File: src/rtl/input_fifo_rd_ctrl.sv
// rtl/input_fifo_rd_ctrl.sv - EVT 2.0 input FIFO read sequencer with 2-entry skid buffer and flush
// Optional write-side overflow drop counter enabled by INPUT_FIFO_RD_CTRL_DROP_CNT_EN.
`timescale 1ns/1ps

module input_fifo_rd_ctrl #(
  parameter int DATA_WIDTH    = 32,
  parameter int DROP_CNT_BITS = 16
) (
  input  logic                     clk,
  input  logic                     rst,
  input  logic                     fifo_empty,
  input  logic                     fifo_full,
  input  logic [DATA_WIDTH-1:0]    fifo_rd_data,
  output logic                     fifo_rd_en,
  input  logic                     src_wr_en,
  output logic                     m_valid,
  output logic [DATA_WIDTH-1:0]    m_data,
  input  logic                     m_ready,
  input  logic                     flush,
  output logic                     flushing,
  input  logic                     drop_clr,
  output logic [DROP_CNT_BITS-1:0] drop_count
);

  typedef enum logic {ST_RUN, ST_FLUSH} state_t;

  state_t                r_state;
  state_t                w_state_nxt;
  logic                  r_inflight;
  logic [1:0]            r_occ;
  logic [1:0]            w_occ_nxt;
  logic [DATA_WIDTH-1:0] r_head;
  logic [DATA_WIDTH-1:0] r_tail;
  logic [DATA_WIDTH-1:0] w_head_nxt;
  logic [DATA_WIDTH-1:0] w_tail_nxt;
  logic                  r_flushing;
  logic                  w_pop_out;
  logic                  w_capture;
  logic [2:0]            w_pending;

  assign m_valid   = (r_occ != 2'd0);
  assign m_data    = r_head;
  assign flushing  = r_flushing;
  assign w_pop_out = m_valid && m_ready;
  assign w_capture = r_inflight && (r_state == ST_RUN);
  // Words owned by the buffer after this edge; a pop is only issued if it leaves room for one more.
  assign w_pending = {1'b0, r_occ} + {2'b00, r_inflight} - {2'b00, w_pop_out};

  always_comb begin
    w_state_nxt = r_state;
    w_occ_nxt   = r_occ;
    w_head_nxt  = r_head;
    w_tail_nxt  = r_tail;
    fifo_rd_en  = 1'b0;
    case (r_state)
      ST_RUN: begin
        fifo_rd_en = !fifo_empty && (w_pending <= 3'd1);
        case ({w_capture, w_pop_out})
          2'b10: begin
            if (r_occ == 2'd0) begin
              w_head_nxt = fifo_rd_data;
              w_occ_nxt  = 2'd1;
            end else begin
              w_tail_nxt = fifo_rd_data;
              w_occ_nxt  = 2'd2;
            end
          end
          2'b01: begin
            if (r_occ == 2'd2) w_head_nxt = r_tail;
            w_occ_nxt = r_occ - 2'd1;
          end
          // Capture and pop together: head advances, occupancy unchanged.
          2'b11: begin
            if (r_occ == 2'd1) begin
              w_head_nxt = fifo_rd_data;
            end else begin
              w_head_nxt = r_tail;
              w_tail_nxt = fifo_rd_data;
            end
          end
          default: ;
        endcase
        if (flush) begin
          w_state_nxt = ST_FLUSH;
          w_occ_nxt   = 2'd0;
        end
      end
      ST_FLUSH: begin
        fifo_rd_en = !fifo_empty;
        if (fifo_empty && !r_inflight && !flush) w_state_nxt = ST_RUN;
      end
      default: w_state_nxt = ST_RUN;
    endcase
    if (rst) fifo_rd_en = 1'b0;
  end

  always_ff @(posedge clk) begin
    if (rst) begin
      r_state    <= ST_RUN;
      r_inflight <= 1'b0;
      r_occ      <= 2'd0;
      r_head     <= '0;
      r_tail     <= '0;
      r_flushing <= 1'b0;
    end else begin
      r_state    <= w_state_nxt;
      r_inflight <= fifo_rd_en;
      r_occ      <= w_occ_nxt;
      r_head     <= w_head_nxt;
      r_tail     <= w_tail_nxt;
      r_flushing <= (w_state_nxt == ST_FLUSH);
    end
  end

`ifdef INPUT_FIFO_RD_CTRL_DROP_CNT_EN
  logic [DROP_CNT_BITS-1:0] r_drop_count;

  assign drop_count = r_drop_count;

  always_ff @(posedge clk) begin
    if (rst || drop_clr) begin
      r_drop_count <= '0;
    end else if (src_wr_en && fifo_full && (r_drop_count != {DROP_CNT_BITS{1'b1}})) begin
      r_drop_count <= r_drop_count + 1'b1;
    end
  end
`else
  logic w_unused_drop;

  assign w_unused_drop = src_wr_en ^ fifo_full ^ drop_clr;
  assign drop_count    = '0;
`endif

endmodule

File: config.mk
export PLATFORM = sky130hd
export DESIGN_NAME = input_fifo_rd_ctrl
export DESIGN_NICKNAME = d
export VERILOG_FILES = /design/src/rtl/input_fifo_rd_ctrl.sv
export SDC_FILE = /design/constraint.sdc
export NUM_CORES = 1
export LEC_CHECK = 0
export ABC_AREA = 1
export ABC_CLOCK_PERIOD_IN_PS = 2300
export CORE_UTILIZATION = 45
export CTS_CLUSTER_DIAMETER = 30
export DETAILED_ROUTE_END_ITERATION = 8
export PLACE_DENSITY = 0.76
export SLEW_MARGIN = 20
export SYNTH_ARGS = -nofsm -noshare
export SYNTH_HDL_FRONTEND = slang
export SYNTH_SLANG_ARGS = --single-unit
File: constraint.sdc
create_clock -name clk -period 2.3 [get_ports clk]
set_input_delay 0.345 -clock clk [delete_from_list [all_inputs] [get_ports clk]]
set_output_delay 0.345 -clock clk [all_outputs]
set_load 0.01 [all_outputs]
After elaboration in Yosys (flattened, before gate mapping):

Cells that the tools add are included.

* add/sub/neg operators: 3
* $lt $le $gt $ge: 1
* equal/unequal tests: 9
* muxes and demuxes: 15
* bitwise operators: 1
* reductions and logical operators: 16

Operators by type and width (number)
* two-way mux 32 bit: 5
* case mux 32 bit (3 select lines): 1
* case mux 32 bit (2 select lines): 1
* inequality test 2 bit (second input constant): 4
* AND reduction 4 bit: 2
* == test 2 bit (second input constant): 3
* nonzero test 3 bit: 2
* logical AND 1 bit: 5
* == test 2 x 1 -> 1 bit (second input constant): 2
* two-way mux 2 bit: 2
* case mux 1 bit (2 select lines): 2
* case mux 2 bit (2 select lines): 1
* nonzero test 2 bit: 2
* adder 2 x 1 -> 3 bit: 1
* less-or-equal comparator 3 x 1 -> 1 bit (second input constant): 1
* logical NOT 1 bit: 3
* two-way mux 1 bit: 3
* subtractor 3 x 1 -> 3 bit: 1
* logical NOT 2 bit: 1
* AND reduction 2 bit: 1
* subtractor 2 x 1 -> 2 bit (second input constant): 1
* inverter 1 bit: 1

* bits in registers: 68
* output and inout bits: 51
* word-level logic and storage cells: 50

Longest topological paths before layout:

Gate-level depths: netlist of run 1.

* word-level depth: 7
* gate-level depth with buffers: 12
* mapped depth without buffers: 11

Least setup slack after synthesis of run 1:

Ideal clock, no wire load.

* path kind: reg-to-output
* from: reg r_occ[1]
* to: out fifo_rd_en
* arrival: 2.344 ns
* setup slack: -0.389 ns
* stages on the path, launching flop included: 13
* path buffers: 1
* cell sequence: dfxtp_1 -> inv_1 -> ha_1 -> inv_2 -> nand2_2 -> buf_2 -> xor2_1 -> ha_1 -> inv_1 -> fa_1 -> xnor2_1 -> nand2_1 -> a211oi_1

* longest elaborated chain between the ends: 7
* elaborated cells on any way between the ends: 8
* classes of those cells: add/sub (2); order compare (1); mux (2); reduce/logical (3)

RTL lines
* from (decl): line 30 `logic [1:0] r_occ;`
* from (signal assigned): line 108 `r_occ <= w_occ_nxt;`
* nonzero test 2 bit: line 41 `assign m_valid = (r_occ != 2'd0);`
* net m_valid: line 16 `output logic m_valid,`
* logical AND 1 bit: line 44 `assign w_pop_out = m_valid && m_ready;`
* subtractor 3 x 1 -> 3 bit: line 47 `assign w_pending = {1'b0, r_occ} + {2'b00, r_inflight} - {2'b00, w_pop_out};`
* less-or-equal comparator 3 x 1 -> 1 bit: line 57 `fifo_rd_en = !fifo_empty && (w_pending <= 3'd1);`
* logical AND 1 bit: line 57
* case mux 1 bit (2 select lines): line 55 `case (r_state)`
* two-way mux 1 bit: line 94 `if (rst) fifo_rd_en = 1'b0;`
* to (decl): line 14 `output logic fifo_rd_en,`

The timed path passes the listed nets, and every way through them passes these cells.

Final worst setup path of run 1:

* from: reg r_occ[1]
* to: out fifo_rd_en

* longest elaborated chain between the ends: 7
* elaborated cells on any way between the ends: 8
* classes of those cells: add/sub (2); order compare (1); mux (2); reduce/logical (3)

RTL lines (line)
* parallel branches: the longest is 2 deep, another holds adder 2 x 1 -> 3 bit
* subtractor 3 x 1 -> 3 bit (*): 47
* less-or-equal comparator 3 x 1 -> 1 bit (*): 57
* logical AND 1 bit (*): 57
* case mux 1 bit (2 select lines) (*): 55
* two-way mux 1 bit (*): 94

Every way passes the cells marked *.

==> metrics.log, run 1 <==
INFO  metric totalNegativeSetupSlack = -0.3215 ns
INFO  metric setup_repair_after_global_routing_missed_its_margin = true
INFO  metric post_synth_num_cell_types = 23
INFO  metric synthCells = 620
INFO  metric first_global_vias = 3,647
INFO  metric drv_slew = 0
INFO  metric overflow = 0
INFO  metric worst_min_path_class = reg -> reg
INFO  metric fmaxAchievable = 0.3815 GHz
INFO  metric clkLatencyLatePin = 0.35 ns
INFO  metric post-route-period-util = 114.0%
INFO  metric grt_first_pass_wirelength = 15,160 um
INFO  metric top_level_ports = 91
INFO  metric crit_path_start = r_occ[1]
INFO  metric p_leak = 2.156 nW
INFO  metric post_synth_instance_area = 3792 um2
INFO  metric area_delta_synth_final = 28.77%
INFO  metric tritoncts = done
INFO  metric timing.setup.critical_path_class = reg -> out
INFO  metric period_needed = 2.621 ns
INFO  metric power-per-cell-area = 724.3 nW/um2
INFO  metric max_clock_buf_depth = 2
INFO  metric root_buffer = sky130_fd_sc_hd__clkbuf_8
INFO  metric wl_per_cell = 11.31 um
INFO  metric wirelength = 9040 um
INFO  metric cts_inserted_buffers = 9
INFO  metric fin_hold_ws = 0.4641 ns
INFO  metric timing.critical_path.cells = inv_4 > ha_4 > inv_4 > nand2_4 > xor2_2 > ha_2 > inv_2 > fa_2 > nand2_2 > a211oi_2 > buf_2
INFO  metric drt_iter0_markers = 231
INFO  metric timing.critical_path.slowest_cell_delay = 0.52 ns
INFO  metric post-dp-hpwl = 5943 um
INFO  metric timing.critical_path.slowest_stage_cell = sky130_fd_sc_hd__fa_2
INFO  metric post_synth.cell_area_avg = 6.117 um2
INFO  metric synth-warning-count = 0
INFO  metric post_synthesis_sequential_element_count = 68
INFO  metric drv.max_cap_violation_count = 0
INFO  metric hold_viol = 0
INFO  metric antenna_violating_nets_post_route = 0
INFO  metric crit_path_start_kind = flip-flop
INFO  metric cp_data_required_time = 1.96 ns
INFO  metric critPathCapture = fifo_rd_en
INFO  metric cp_num_cells = 11
INFO  metric finalWeightedCongestion = 0.7864
INFO  metric num_antenna_cells = 0
INFO  metric path_delay_family = adder cells
INFO  metric fp.dieW = 93.80 um
INFO  metric rr_endpoint = m_data[29]
INFO  metric synth_seq_area_share = 35.90%
INFO  metric setup_viol = 1
INFO  metric h-tree-depth = 3
INFO  metric critical_path.reg2reg.startpoint = r_occ[1]
INFO  metric r2r.worst_path.cells = 12
INFO  metric irDropWorstVdd = 0.3007 mV
INFO  metric timing.clock.skew = 0.01252 ns
INFO  metric floorplan.initialDensity = 46.39%
INFO  metric path_max_fanout = 2
INFO  metric power.total = 3.537 mW
INFO  metric clock_sinks = 68
INFO  metric clock_transition_time_at_the_flip_flop_clock_pins_of_the_worst_setup_and_hold_paths = 0.08 ns
INFO  metric critical_path_buf_inv_count = 4
INFO  metric antenna_found_initial = 0
INFO  metric reg2reg_slack = 0.23 ns
INFO  metric cp_common_cell = sky130_fd_sc_hd__inv_4
INFO  metric outcome = finished with violations
INFO  metric final_layout_size_suffix_gt1_share = 9.366%
INFO  metric std_cell_rows = 33
INFO  metric die_area = 8798 um2
INFO  metric total_number_of_nets_in_the_final_design = 734
INFO  metric route.detailed.vias_per_inst = 4.912
INFO  metric grt_start_max_net_pins = 67
INFO  metric timing.critical_path.arrival = 2.28 ns
INFO  metric fin_ws = -0.3215 ns
INFO  metric failed_checks = setup timing
INFO  metric route.detailed.drc = 0
INFO  metric drt_first_pass_iters = 4
INFO  metric worst_setup_path_end_kind = primary output
INFO  metric via_count = 3,925
INFO  metric global_route.usage.total = 21.52%
INFO  metric dieHeight = 93.80 um
INFO  metric floorplan.core_area = 8175 um2
INFO  metric port-buffer-count = 71
## synthesized netlist by cell type
| library cell | number | share of area (%) |
|---|---|---|
| sky130_fd_sc_hd__nand2_1 | 204 | 20 |
| sky130_fd_sc_hd__a211oi_1 | 2 | 0.40 |
| sky130_fd_sc_hd__fa_1 | 1 | 0.53 |
| sky130_fd_sc_hd__nand3_1 | 36 | 4.8 |
| sky130_fd_sc_hd__dfxtp_1 | 68 | 36 |
| sky130_fd_sc_hd__nor2_1 | 69 | 6.8 |
| sky130_fd_sc_hd__nor2_2 | 1 | 0.17 |
| sky130_fd_sc_hd__nand2_2 | 2 | 0.33 |
| sky130_fd_sc_hd__o21ai_1 | 1 | 0.13 |
| sky130_fd_sc_hd__a21oi_1 | 36 | 4.8 |
| sky130_fd_sc_hd__nand3_4 | 1 | 0.46 |
| sky130_fd_sc_hd__inv_1 | 71 | 7.0 |
| sky130_fd_sc_hd__nand2_4 | 1 | 0.30 |
| sky130_fd_sc_hd__o21ai_0 | 64 | 8.4 |
| sky130_fd_sc_hd__buf_4 | 17 | 3.4 |
| sky130_fd_sc_hd__xor2_1 | 1 | 0.23 |
| sky130_fd_sc_hd__ha_1 | 4 | 1.3 |
| sky130_fd_sc_hd__clkbuf_1 | 15 | 1.5 |
| sky130_fd_sc_hd__buf_2 | 19 | 2.5 |
| sky130_fd_sc_hd__xnor2_1 | 1 | 0.23 |
| sky130_fd_sc_hd__conb_1 | 1 | 0.099 |
| sky130_fd_sc_hd__inv_4 | 1 | 0.17 |
| sky130_fd_sc_hd__inv_2 | 4 | 0.40 |
## timing repair
action                                  4_1_cts  5_1_grt
gates cloned                                  0        0
buffers inserted                              2        0
gates resized for setup                       6        5
endpoints found under the setup margin        1        1
pin swaps                                     5        3
hold buffers                                  0        0
## placed cells by master, fill, tap and decap left out, types with 3 or more instances in the layout
master and instances:
sky130_fd_sc_hd__o21ai_0 64, sky130_fd_sc_hd__buf_4 22, sky130_fd_sc_hd__nand2_1 202, sky130_fd_sc_hd__nand3_1 36
sky130_fd_sc_hd__a21oi_1 36, sky130_fd_sc_hd__inv_2 6, sky130_fd_sc_hd__inv_1 67, sky130_fd_sc_hd__dfxtp_1 66
sky130_fd_sc_hd__conb_1 16, sky130_fd_sc_hd__clkbuf_8 10, sky130_fd_sc_hd__nor2_1 69, sky130_fd_sc_hd__inv_4 3
sky130_fd_sc_hd__nand2_2 3, sky130_fd_sc_hd__clkdlybuf4s50_1 70
## worst register-to-register path, stage by stage, from the launching register on
cell,delay (ns)
sky130_fd_sc_hd__dfxtp_4,0.36
sky130_fd_sc_hd__inv_4,0.06
sky130_fd_sc_hd__ha_4,0.14
sky130_fd_sc_hd__inv_4,0.04
sky130_fd_sc_hd__nand2_4,0.06
sky130_fd_sc_hd__buf_4,0.11
sky130_fd_sc_hd__buf_4,0.38
sky130_fd_sc_hd__o21ai_1,0.20
sky130_fd_sc_hd__nand3_4,0.12
sky130_fd_sc_hd__buf_4,0.31
sky130_fd_sc_hd__nand2_1,0.11
sky130_fd_sc_hd__nand2_1,0.07
sky130_fd_sc_hd__nor2_1,0.04
## cell type report
cell class	instances	area, um2
Fill cell	773	3292
Multi-Input combinational cell	440	1971
Sequential cell	68	1366
Timing Repair Buffer	94	890.9
Inverter	76	292.8
Clock buffer	10	137.6
Tap cell	105	131.4
Clock inverter	6	93.84
## per-layer routing
layer | global-route usage (%) | share of wire [%] | up-vias
met5 | 0 | 0 | -
met2 | 38.87 | 49 | 105
met3 | 3.317 | 4.2 | 18
met4 | 10.13 | 1.9 | 0
li1 | - | - | 2015
met1 | 24.64 | 45 | 1787
## metrics by stage
step,std cells,setup WS [ns],instance area (um2),utilization [%]
floorplan,635,-0.09414,3885,-
global placement,781,-0.7109,4617,56.47
detailed placement,781,-0.7704,4617,56.47
CTS,799,-0.3964,4863,59.49
global route,799,-0.4079,4883,59.73
finish,799,-0.3215,4883,59.73
## power by group
part           switching (mW)  internal [mW]  total, mW
sequential             0.0608           1.30       1.36
clock                   0.498          0.650       1.15
combinational           0.560          0.469       1.03
total                    1.12           2.42       3.54
## worst min path at each step
stage,from,endpoint,slack (ns),cells after the start
final,r_tail[26],r_tail[26],0.46,2
after global routing,r_tail[5],r_tail[5],0.48,2
after detailed placement,r_tail[16],r_tail[16],0.45,2
after floorplan,rst,flushing,0.41,1
after global placement,r_tail[14],r_tail[14],0.45,2
after CTS,r_tail[14],r_tail[14],0.47,2
## kinds of logic after synthesis
kind of cell / share of synthesized area [%]
adder cells (fa/ha/maj): 1.848
AND/OR/NAND/NOR: 33.03
AO/OA/AOI/OAI: 13.72
other: 0.09888
XOR/XNOR: 0.4620
flip-flops: 35.90
buffers and inverters: 14.95
## state kept, by name, summed over array words and instances (netlist names)
register    cells
flushing        1
m_data         32
r_occ           2
r_tail         32
r_inflight      1
No activity file was read; power rests on OpenSTA's default activity.
==> inputs of run 2 (changes only) <==
- CAP_MARGIN: unset -> 25
==> results of run 2 <==
Same layout as run 1: the final DEF is identical, and so are final timing and power.
